--- config.mk ---
export PLATFORM = sky130hd
export DESIGN_NAME = dm_arbiter_flat
export DESIGN_NICKNAME = d
export VERILOG_FILES = /design/src/rtl/dm_pkg.sv /design/src/rtl/dm_arbiter_if.sv /design/src/rtl/dm_arb_pick.sv /design/src/rtl/dm_arbiter.sv /design/src/flat_wrapper.sv
export SDC_FILE = /design/constraint.sdc
export NUM_CORES = 1
export LEC_CHECK = 0
export ABC_AREA = 0
export BUFFER_PORTS_ARGS = -buffer_cell sky130_fd_sc_hd__buf_2
export CAP_MARGIN = 20
export CORE_AREA = 4 4 106 108
export DETAILED_ROUTE_END_ITERATION = 8
export DIE_AREA = 0 0 110 112
export PLACE_DENSITY_LB_ADDON = 0.05
export SKIP_CTS_REPAIR_TIMING = 1
export SLEW_MARGIN = 20
export SYNTH_ARGS = -nofsm -noshare
export SYNTH_HDL_FRONTEND = slang
export SYNTH_SLANG_ARGS = --single-unit
--- constraint.sdc ---
create_clock -name clk -period 2.6 [get_ports clk]
set_input_delay 0.26 -clock clk [delete_from_list [all_inputs] [get_ports clk]]
set_output_delay 0.26 -clock clk [all_outputs]
set_load 0.02 [all_outputs]
--- src/rtl/dm_pkg.sv ---
// Shared types and constants for the data-memory arbiter.
// Optional feature macro: DM_TRACE_EN (write trace, see dm_arbiter.sv).
package dm_pkg;

  localparam int DM_ADDR_W     = 10;
  localparam int DM_DATA_W     = 32;
  localparam int DM_STARVE_MAX = 4;

  typedef enum logic [1:0] {
    IDLE  = 2'd0,
    ISSUE = 2'd1,
    WAIT  = 2'd2
  } dm_state_e;

  localparam logic P0 = 1'b0;
  localparam logic P1 = 1'b1;

  // A byte address is usable when word aligned and inside the 2**addr_w word array.
  function automatic logic dm_addr_ok(input logic [31:0] addr, input int addr_w);
    dm_addr_ok = (addr[1:0] == 2'b00) && ((addr >> (addr_w + 2)) == 32'd0);
  endfunction

endpackage

--- src/rtl/dm_arbiter_if.sv ---
// Requester ports and memory-macro bus of the data-memory arbiter.
// slave = arbiter side, master = requesters plus memory model side.
interface dm_arbiter_if import dm_pkg::*; #(
  parameter int ADDR_W = DM_ADDR_W,
  parameter int DATA_W = DM_DATA_W
);

  logic              p0_req;
  logic              p0_we;
  logic [31:0]       p0_addr;
  logic [DATA_W-1:0] p0_wdata;
  logic [DATA_W-1:0] p0_rdata;
  logic              p0_ack;
  logic              p0_err;
  logic              p0_stall;

  logic              p1_req;
  logic              p1_we;
  logic [31:0]       p1_addr;
  logic [DATA_W-1:0] p1_wdata;
  logic [DATA_W-1:0] p1_rdata;
  logic              p1_ack;
  logic              p1_err;

  logic              mem_en;
  logic              mem_we;
  logic [ADDR_W-1:0] mem_addr;
  logic [DATA_W-1:0] mem_wdata;
  logic [DATA_W-1:0] mem_rdata;

  modport slave (
    input  p0_req, p0_we, p0_addr, p0_wdata,
    output p0_rdata, p0_ack, p0_err, p0_stall,
    input  p1_req, p1_we, p1_addr, p1_wdata,
    output p1_rdata, p1_ack, p1_err,
    output mem_en, mem_we, mem_addr, mem_wdata,
    input  mem_rdata
  );

  modport master (
    output p0_req, p0_we, p0_addr, p0_wdata,
    input  p0_rdata, p0_ack, p0_err, p0_stall,
    output p1_req, p1_we, p1_addr, p1_wdata,
    input  p1_rdata, p1_ack, p1_err,
    input  mem_en, mem_we, mem_addr, mem_wdata,
    output mem_rdata
  );

endinterface

--- src/rtl/dm_arb_pick.sv ---
// Winner select for the two requesters plus the port-1 starvation counter,
// which forces port 1 ahead once it has waited STARVE_MAX cycles behind port 0.
module dm_arb_pick import dm_pkg::*; #(
  parameter int STARVE_MAX = DM_STARVE_MAX
) (
  input  logic clk,
  input  logic reset,
  input  logic p0_req_i,
  input  logic p1_req_i,
  input  logic arbitrate_i,
  input  logic busy_by_p0_i,
  output logic winner_o
);

  localparam int            CW   = $clog2(STARVE_MAX + 2);
  localparam logic [CW-1:0] SMAX = CW'(STARVE_MAX);

  logic [CW-1:0] starve_q;
  logic [CW-1:0] starve_d;
  logic          p0_wins_s;
  logic          p1_wins_s;

  // Fixed priority to port 0 unless port 1 has saturated its wait count.
  always_comb begin
    winner_o = P0;
    if (p0_req_i && p1_req_i) begin
      winner_o = (starve_q == SMAX) ? P1 : P0;
    end else if (p1_req_i) begin
      winner_o = P1;
    end else begin
      winner_o = P0;
    end
  end

  assign p0_wins_s = arbitrate_i && p0_req_i && (winner_o == P0);
  assign p1_wins_s = arbitrate_i && p1_req_i && (winner_o == P1);

  // Count cycles port 1 spends waiting behind port 0; cleared on its grant or withdrawal.
  always_comb begin
    starve_d = starve_q;
    if (!p1_req_i || p1_wins_s) begin
      starve_d = '0;
    end else if ((busy_by_p0_i || p0_wins_s) && (starve_q != SMAX)) begin
      starve_d = starve_q + CW'(1);
    end else begin
      starve_d = starve_q;
    end
  end

  // Starvation counter register.
  always_ff @(posedge clk or negedge reset) begin
    if (!reset) begin
      starve_q <= '0;
    end else begin
      starve_q <= starve_d;
    end
  end

endmodule

--- src/rtl/dm_arbiter.sv ---
// Shares a single-port synchronous-read word memory between the pipeline MEM
// stage (port 0) and a debug/DMA loader (port 1); each access takes 3 cycles.
// Define DM_TRACE_EN to print one line per memory write.
module dm_arbiter import dm_pkg::*; #(
  parameter int ADDR_W     = DM_ADDR_W,
  parameter int DATA_W     = DM_DATA_W,
  parameter int STARVE_MAX = DM_STARVE_MAX
) (
  input  logic         clk,
  input  logic         reset,
  dm_arbiter_if.slave  bus
);

  dm_state_e         state_q, state_d;
  logic              grant_q, grant_d;
  logic              we_q, we_d;
  logic              ok_q, ok_d;
  logic              rd_q, rd_d;
  logic              mem_en_q, mem_en_d;
  logic              mem_we_q, mem_we_d;
  logic [ADDR_W-1:0] mem_addr_q, mem_addr_d;
  logic [DATA_W-1:0] mem_wdata_q, mem_wdata_d;
  logic              p0_ack_q, p0_ack_d;
  logic              p1_ack_q, p1_ack_d;
  logic              p0_err_q, p0_err_d;
  logic              p1_err_q, p1_err_d;

  logic              winner_s;
  logic              arbitrate_s;
  logic              busy_by_p0_s;
  logic              sel_we_s;
  logic [31:0]       sel_addr_s;
  logic [DATA_W-1:0] sel_wdata_s;
  logic              sel_ok_s;

  assign arbitrate_s  = (state_q == IDLE);
  assign busy_by_p0_s = ((state_q == ISSUE) || (state_q == WAIT)) && (grant_q == P0);

  dm_arb_pick #(
    .STARVE_MAX (STARVE_MAX)
  ) u_pick (
    .clk          (clk),
    .reset        (reset),
    .p0_req_i     (bus.p0_req),
    .p1_req_i     (bus.p1_req),
    .arbitrate_i  (arbitrate_s),
    .busy_by_p0_i (busy_by_p0_s),
    .winner_o     (winner_s)
  );

  // Fields of whichever port wins this arbitration.
  always_comb begin
    if (winner_s == P1) begin
      sel_we_s    = bus.p1_we;
      sel_addr_s  = bus.p1_addr;
      sel_wdata_s = bus.p1_wdata;
    end else begin
      sel_we_s    = bus.p0_we;
      sel_addr_s  = bus.p0_addr;
      sel_wdata_s = bus.p0_wdata;
    end
    sel_ok_s = dm_addr_ok(sel_addr_s, ADDR_W);
  end

  // Next state; memory strobes and acks are one-cycle pulses defaulting to 0.
  always_comb begin
    state_d     = state_q;
    grant_d     = grant_q;
    we_d        = we_q;
    ok_d        = ok_q;
    rd_d        = 1'b0;
    mem_en_d    = 1'b0;
    mem_we_d    = 1'b0;
    mem_addr_d  = '0;
    mem_wdata_d = '0;
    p0_ack_d    = 1'b0;
    p1_ack_d    = 1'b0;
    p0_err_d    = 1'b0;
    p1_err_d    = 1'b0;
    case (state_q)
      IDLE: begin
        if (bus.p0_req || bus.p1_req) begin
          grant_d = winner_s;
          we_d    = sel_we_s;
          ok_d    = sel_ok_s;
          state_d = ISSUE;
          // Invalid addresses never reach the macro.
          if (sel_ok_s) begin
            mem_en_d    = 1'b1;
            mem_we_d    = sel_we_s;
            mem_addr_d  = sel_addr_s[ADDR_W+1:2];
            mem_wdata_d = sel_we_s ? sel_wdata_s : '0;
          end else begin
            mem_en_d    = 1'b0;
          end
        end else begin
          state_d = IDLE;
        end
      end
      ISSUE: begin
        state_d  = WAIT;
        rd_d     = ok_q && !we_q;
        p0_ack_d = (grant_q == P0);
        p1_ack_d = (grant_q == P1);
        p0_err_d = (grant_q == P0) && !ok_q;
        p1_err_d = (grant_q == P1) && !ok_q;
      end
      WAIT: begin
        state_d = IDLE;
      end
      default: begin
        state_d = IDLE;
      end
    endcase
  end

`ifdef DM_TRACE_EN
  logic [31:0] trace_addr_s;
  assign trace_addr_s = {{(30-ADDR_W){1'b0}}, mem_addr_q, 2'b00};
`endif

  // FSM and registered outputs; reset abandons any access in flight.
  always_ff @(posedge clk or negedge reset) begin
    if (!reset) begin
      state_q     <= IDLE;
      grant_q     <= P0;
      we_q        <= 1'b0;
      ok_q        <= 1'b0;
      rd_q        <= 1'b0;
      mem_en_q    <= 1'b0;
      mem_we_q    <= 1'b0;
      mem_addr_q  <= '0;
      mem_wdata_q <= '0;
      p0_ack_q    <= 1'b0;
      p1_ack_q    <= 1'b0;
      p0_err_q    <= 1'b0;
      p1_err_q    <= 1'b0;
    end else begin
      state_q     <= state_d;
      grant_q     <= grant_d;
      we_q        <= we_d;
      ok_q        <= ok_d;
      rd_q        <= rd_d;
      mem_en_q    <= mem_en_d;
      mem_we_q    <= mem_we_d;
      mem_addr_q  <= mem_addr_d;
      mem_wdata_q <= mem_wdata_d;
      p0_ack_q    <= p0_ack_d;
      p1_ack_q    <= p1_ack_d;
      p0_err_q    <= p0_err_d;
      p1_err_q    <= p1_err_d;
`ifdef DM_TRACE_EN
      if ((state_q == ISSUE) && mem_we_q) begin
        $display("%d@p%0d: *%h <= %h", $time, grant_q, trace_addr_s, mem_wdata_q);
      end
`endif
    end
  end

  assign bus.mem_en    = mem_en_q;
  assign bus.mem_we    = mem_we_q;
  assign bus.mem_addr  = mem_addr_q;
  assign bus.mem_wdata = mem_wdata_q;

  // Read data comes straight from the macro during the ack cycle.
  assign bus.p0_rdata = (p0_ack_q && rd_q) ? bus.mem_rdata : '0;
  assign bus.p1_rdata = (p1_ack_q && rd_q) ? bus.mem_rdata : '0;
  assign bus.p0_ack   = p0_ack_q;
  assign bus.p1_ack   = p1_ack_q;
  assign bus.p0_err   = p0_err_q;
  assign bus.p1_err   = p1_err_q;
  assign bus.p0_stall = bus.p0_req && !p0_ack_q;

endmodule
--- src/flat_wrapper.sv ---
// flat-port wrapper written by rule: the top's interface ports become plain ports
module dm_arbiter_flat import dm_pkg::*;
#(
  parameter int ADDR_W     = DM_ADDR_W,
  parameter int DATA_W     = DM_DATA_W,
  parameter int STARVE_MAX = DM_STARVE_MAX
)
  (clk, reset, bus_p0_req, bus_p0_we, bus_p0_addr, bus_p0_wdata, bus_p0_rdata, bus_p0_ack, bus_p0_err, bus_p0_stall, bus_p1_req, bus_p1_we, bus_p1_addr, bus_p1_wdata, bus_p1_rdata, bus_p1_ack, bus_p1_err, bus_mem_en, bus_mem_we, bus_mem_addr, bus_mem_wdata, bus_mem_rdata);
  dm_arbiter_if #(.ADDR_W(ADDR_W), .DATA_W(DATA_W)) bus_i ();
  input  logic clk;
  input  logic reset;
  input wire logic [$bits(bus_i.p0_req)-1:0] bus_p0_req;
  input wire logic [$bits(bus_i.p0_we)-1:0] bus_p0_we;
  input wire logic [$bits(bus_i.p0_addr)-1:0] bus_p0_addr;
  input wire logic [$bits(bus_i.p0_wdata)-1:0] bus_p0_wdata;
  output wire logic [$bits(bus_i.p0_rdata)-1:0] bus_p0_rdata;
  output wire logic [$bits(bus_i.p0_ack)-1:0] bus_p0_ack;
  output wire logic [$bits(bus_i.p0_err)-1:0] bus_p0_err;
  output wire logic [$bits(bus_i.p0_stall)-1:0] bus_p0_stall;
  input wire logic [$bits(bus_i.p1_req)-1:0] bus_p1_req;
  input wire logic [$bits(bus_i.p1_we)-1:0] bus_p1_we;
  input wire logic [$bits(bus_i.p1_addr)-1:0] bus_p1_addr;
  input wire logic [$bits(bus_i.p1_wdata)-1:0] bus_p1_wdata;
  output wire logic [$bits(bus_i.p1_rdata)-1:0] bus_p1_rdata;
  output wire logic [$bits(bus_i.p1_ack)-1:0] bus_p1_ack;
  output wire logic [$bits(bus_i.p1_err)-1:0] bus_p1_err;
  output wire logic [$bits(bus_i.mem_en)-1:0] bus_mem_en;
  output wire logic [$bits(bus_i.mem_we)-1:0] bus_mem_we;
  output wire logic [$bits(bus_i.mem_addr)-1:0] bus_mem_addr;
  output wire logic [$bits(bus_i.mem_wdata)-1:0] bus_mem_wdata;
  input wire logic [$bits(bus_i.mem_rdata)-1:0] bus_mem_rdata;
  assign bus_i.p0_req = bus_p0_req;
  assign bus_i.p0_we = bus_p0_we;
  assign bus_i.p0_addr = bus_p0_addr;
  assign bus_i.p0_wdata = bus_p0_wdata;
  assign bus_p0_rdata = bus_i.p0_rdata;
  assign bus_p0_ack = bus_i.p0_ack;
  assign bus_p0_err = bus_i.p0_err;
  assign bus_p0_stall = bus_i.p0_stall;
  assign bus_i.p1_req = bus_p1_req;
  assign bus_i.p1_we = bus_p1_we;
  assign bus_i.p1_addr = bus_p1_addr;
  assign bus_i.p1_wdata = bus_p1_wdata;
  assign bus_p1_rdata = bus_i.p1_rdata;
  assign bus_p1_ack = bus_i.p1_ack;
  assign bus_p1_err = bus_i.p1_err;
  assign bus_mem_en = bus_i.mem_en;
  assign bus_mem_we = bus_i.mem_we;
  assign bus_mem_addr = bus_i.mem_addr;
  assign bus_mem_wdata = bus_i.mem_wdata;
  assign bus_i.mem_rdata = bus_mem_rdata;
  dm_arbiter #(.ADDR_W(ADDR_W), .DATA_W(DATA_W), .STARVE_MAX(STARVE_MAX)) u_core (.clk(clk), .reset(reset), .bus(bus_i));
endmodule
==> out/metrics.cfg <==
[run_status]
status=complete, but fails checks
violations=hold timing

[global_routing]
grt_overflow_total=0
grt_use_total=0.164
grt_pass1_wl_mm=15.7
grt_pass1_vias=3131
grt_max_degree=65
antenna_found_initial=0

[min_path]
hp-class=primary input to async pin

[yosys]
synthSimpleGateAreaFrac=0.313
ys.flop_type=dfrtp_1
synth-compound-area-share=0.0303
syn_inst=291
yosys.area.top_type=dfrtp_1
yosysTopAreaCellShare=0.448
synth_top_family_by_area=simple AND/OR/NAND/NOR gates
synth_xor_area_frac=0.00550
yosys_warnings=0
syn_avg_cell_area_um2=10.9
synth-seq-cells=57
synth_fa_ha_area_frac=0.0157
synthArstFlopShare=1.00
synth_edf_count=0
synth.top_cells.by_count=and3_1, dfrtp_1, mux2i_1
muxShareOfSynthArea=0.135
ys_seq_area_frac=0.448
synth_most_common_cell=and3_1
synth_area_leaders=dfrtp_1, mux2i_1, and3_1
syn_area_um2=3180
syn-num-nets=461
yosys.cell_types.count=32

[die]
die_area_um2=12300
io_pins=279
die-height_um=112
rows=37
core_area_um2=10200
die_w_um=110
start_util=0.311

[drt]
drt_iter0_markers=231
postRouteAntennaNets=0
wire_per_inst_um=15.4
route.detailed.drc=0
vias=3190
wl_mm=10.7
first_pass_iters=4
via_per_inst=4.56

[sta]
skew_ns=0.00400
setup_viol=0
hold_ws_ns=-0.000863
rsz0062_at_grt=no
fmax_ghz=0.481
tightest_slew_ns=0.780
slew_headroom=0.480
fin_crit_ns=2.08
hold_viol=1
fin_crit_sh=0.800
slew_viol_final=0
tns_ns=0

[critical_path]
worst-endpoint-arrival_ns=2.31
r2r-start=u_core.u_pick.starve_q[0]
reg2reg_slack_ns=0.52
worstReg2RegEnd=u_core.bus.mem_wdata[0]
crit_fanout=45
startpoint_type=flip-flop
critPathKind=flip-flop to flip-flop
end_kind=flip-flop
required_ns=2.83
rr_worst_depth=6

[pwr]
p_per_area_nw_per_um2=497
p_leak_nw=3.08
ir_worst_vdd_v=0.000261

[clock_network]
cts_max_level=3
cts.sinks=57
numCtsBuffers=9
worst_skew_pair.late_latency_ns=0.33
clkTransAtPathRegs_ns=0.06
tritoncts=yes
clock_path_buffers=2
cts-root-buf=clkbuf_8

[run]
maxCapViolations=0

[cells_and_area]
drive_gt1_frac=0.609
antenna_cells=0
nFillCells=1023
seqCellArea_um2=1430
multi_input_area_um2=1610
area_growth_pct=52.3
finalCoreUtilization=0.474
layout.nets=729
layoutNonFillerInstCount=699

[placement]
port_buffers=278
dp.cells=684
gp_congestion=0.861
place.detailed.hpwl_mm=8.46

[stage by stage]
step                hold WS [ns]  setup WS (ns)  total power, mW  instance area [um^2]
global placement           0.379          0.591             1.73                  4690
floorplan                -0.0356          0.657             1.44                  3180
CTS                       0.0204          0.494             2.45                  4850
finish                 -0.000863          0.520             2.41                  4850
detailed placement         0.379          0.512             1.74                  4690
global route              0.0424          0.375             2.58                  4850
[cell usage in the layout, fill, tap and decap left out, types with 5 or more instances in the layout]
cell type	synthesis	layout
nand2_1	9	8
and3_1	65	65
clkbuf_8	0	10
nor3_1	5	5
buf_2	3	278
nor4_1	9	9
nor2_1	7	7
dfrtp_1	57	57
nor3_2	37	37
mux2i_1	43	43
[state kept, by name, indices dropped and copies added, names as in the netlist]
name	flops
u_core.bus.p1_ack	1
u_core.bus.p0_err	1
u_core.ok_q	1
u_core.state_q	2
u_core.bus.mem_we	1
u_core.grant_q	1
u_core.bus.p1_err	1
u_core.bus.mem_en	1
u_core.u_pick.starve_q	3
u_core.bus.mem_addr	10
u_core.bus.p0_ack	1
u_core.rd_q	1
u_core.bus.mem_wdata	32
u_core.we_q	1
[worst max-delay path, stage by stage, from the launching register on]
cell and delay (ns):
dfrtp_1 0.39, inv_1 0.06, ha_1 0.22, a21bo_2 0.26, a2111oi_4 0.37, o2bb2a_4 0.39
nor3_1 0.27
[kinds of logic after synthesis]
kind of cell	after synthesis
AOI/OAI and AO/OA	9
xor gates and xnor gates	2
adders and majority gates	4
buffers and inverters	33
DFF	57
muxes	43
and+or+nand+nor	143
[worst max path at each step]
| stage | from | to | slack, ns |
|---|---|---|---|
| floorplan | u_core.u_pick.starve_q[0] | u_core.bus.mem_addr[0] | 0.66 |
| global placement | u_core.u_pick.starve_q[0] | u_core.bus.mem_wdata[3] | 0.59 |
| detailed placement | u_core.u_pick.starve_q[0] | u_core.bus.mem_wdata[1] | 0.51 |
| CTS | u_core.u_pick.starve_q[0] | u_core.bus.mem_wdata[0] | 0.49 |
| global route | u_core.u_pick.starve_q[0] | u_core.bus.mem_wdata[1] | 0.38 |
| finish | u_core.u_pick.starve_q[0] | u_core.bus.mem_wdata[0] | 0.52 |
[cell type report]
type                       instances  share of cell area
clock buffer                      11              0.0292
clock inverter                     4             0.00413
inverter                           6             0.00465
multi-input combinational        201               0.331
sequential                        57               0.294
tap                              136              0.0351
timing repair buffer             284               0.301
[metal layers]
layer  wire length [um]  part of all wire  vias up  global-route usage
met5                  0                 0        -                   0
met4                127             0.012        0              0.0366
met3               1200              0.11       10              0.0690
met2               5540              0.52      158               0.298
met1               3870              0.36     1441               0.174
li1                   -                 -     1581                   -
[report_power, final]
part           internal, mW  total (mW)  switching (mW)
registers             0.950        1.06           0.111
logic                 0.277       0.658           0.381
clock network         0.360       0.692           0.332
Note: power is estimated with default switching activity, not from simulation.
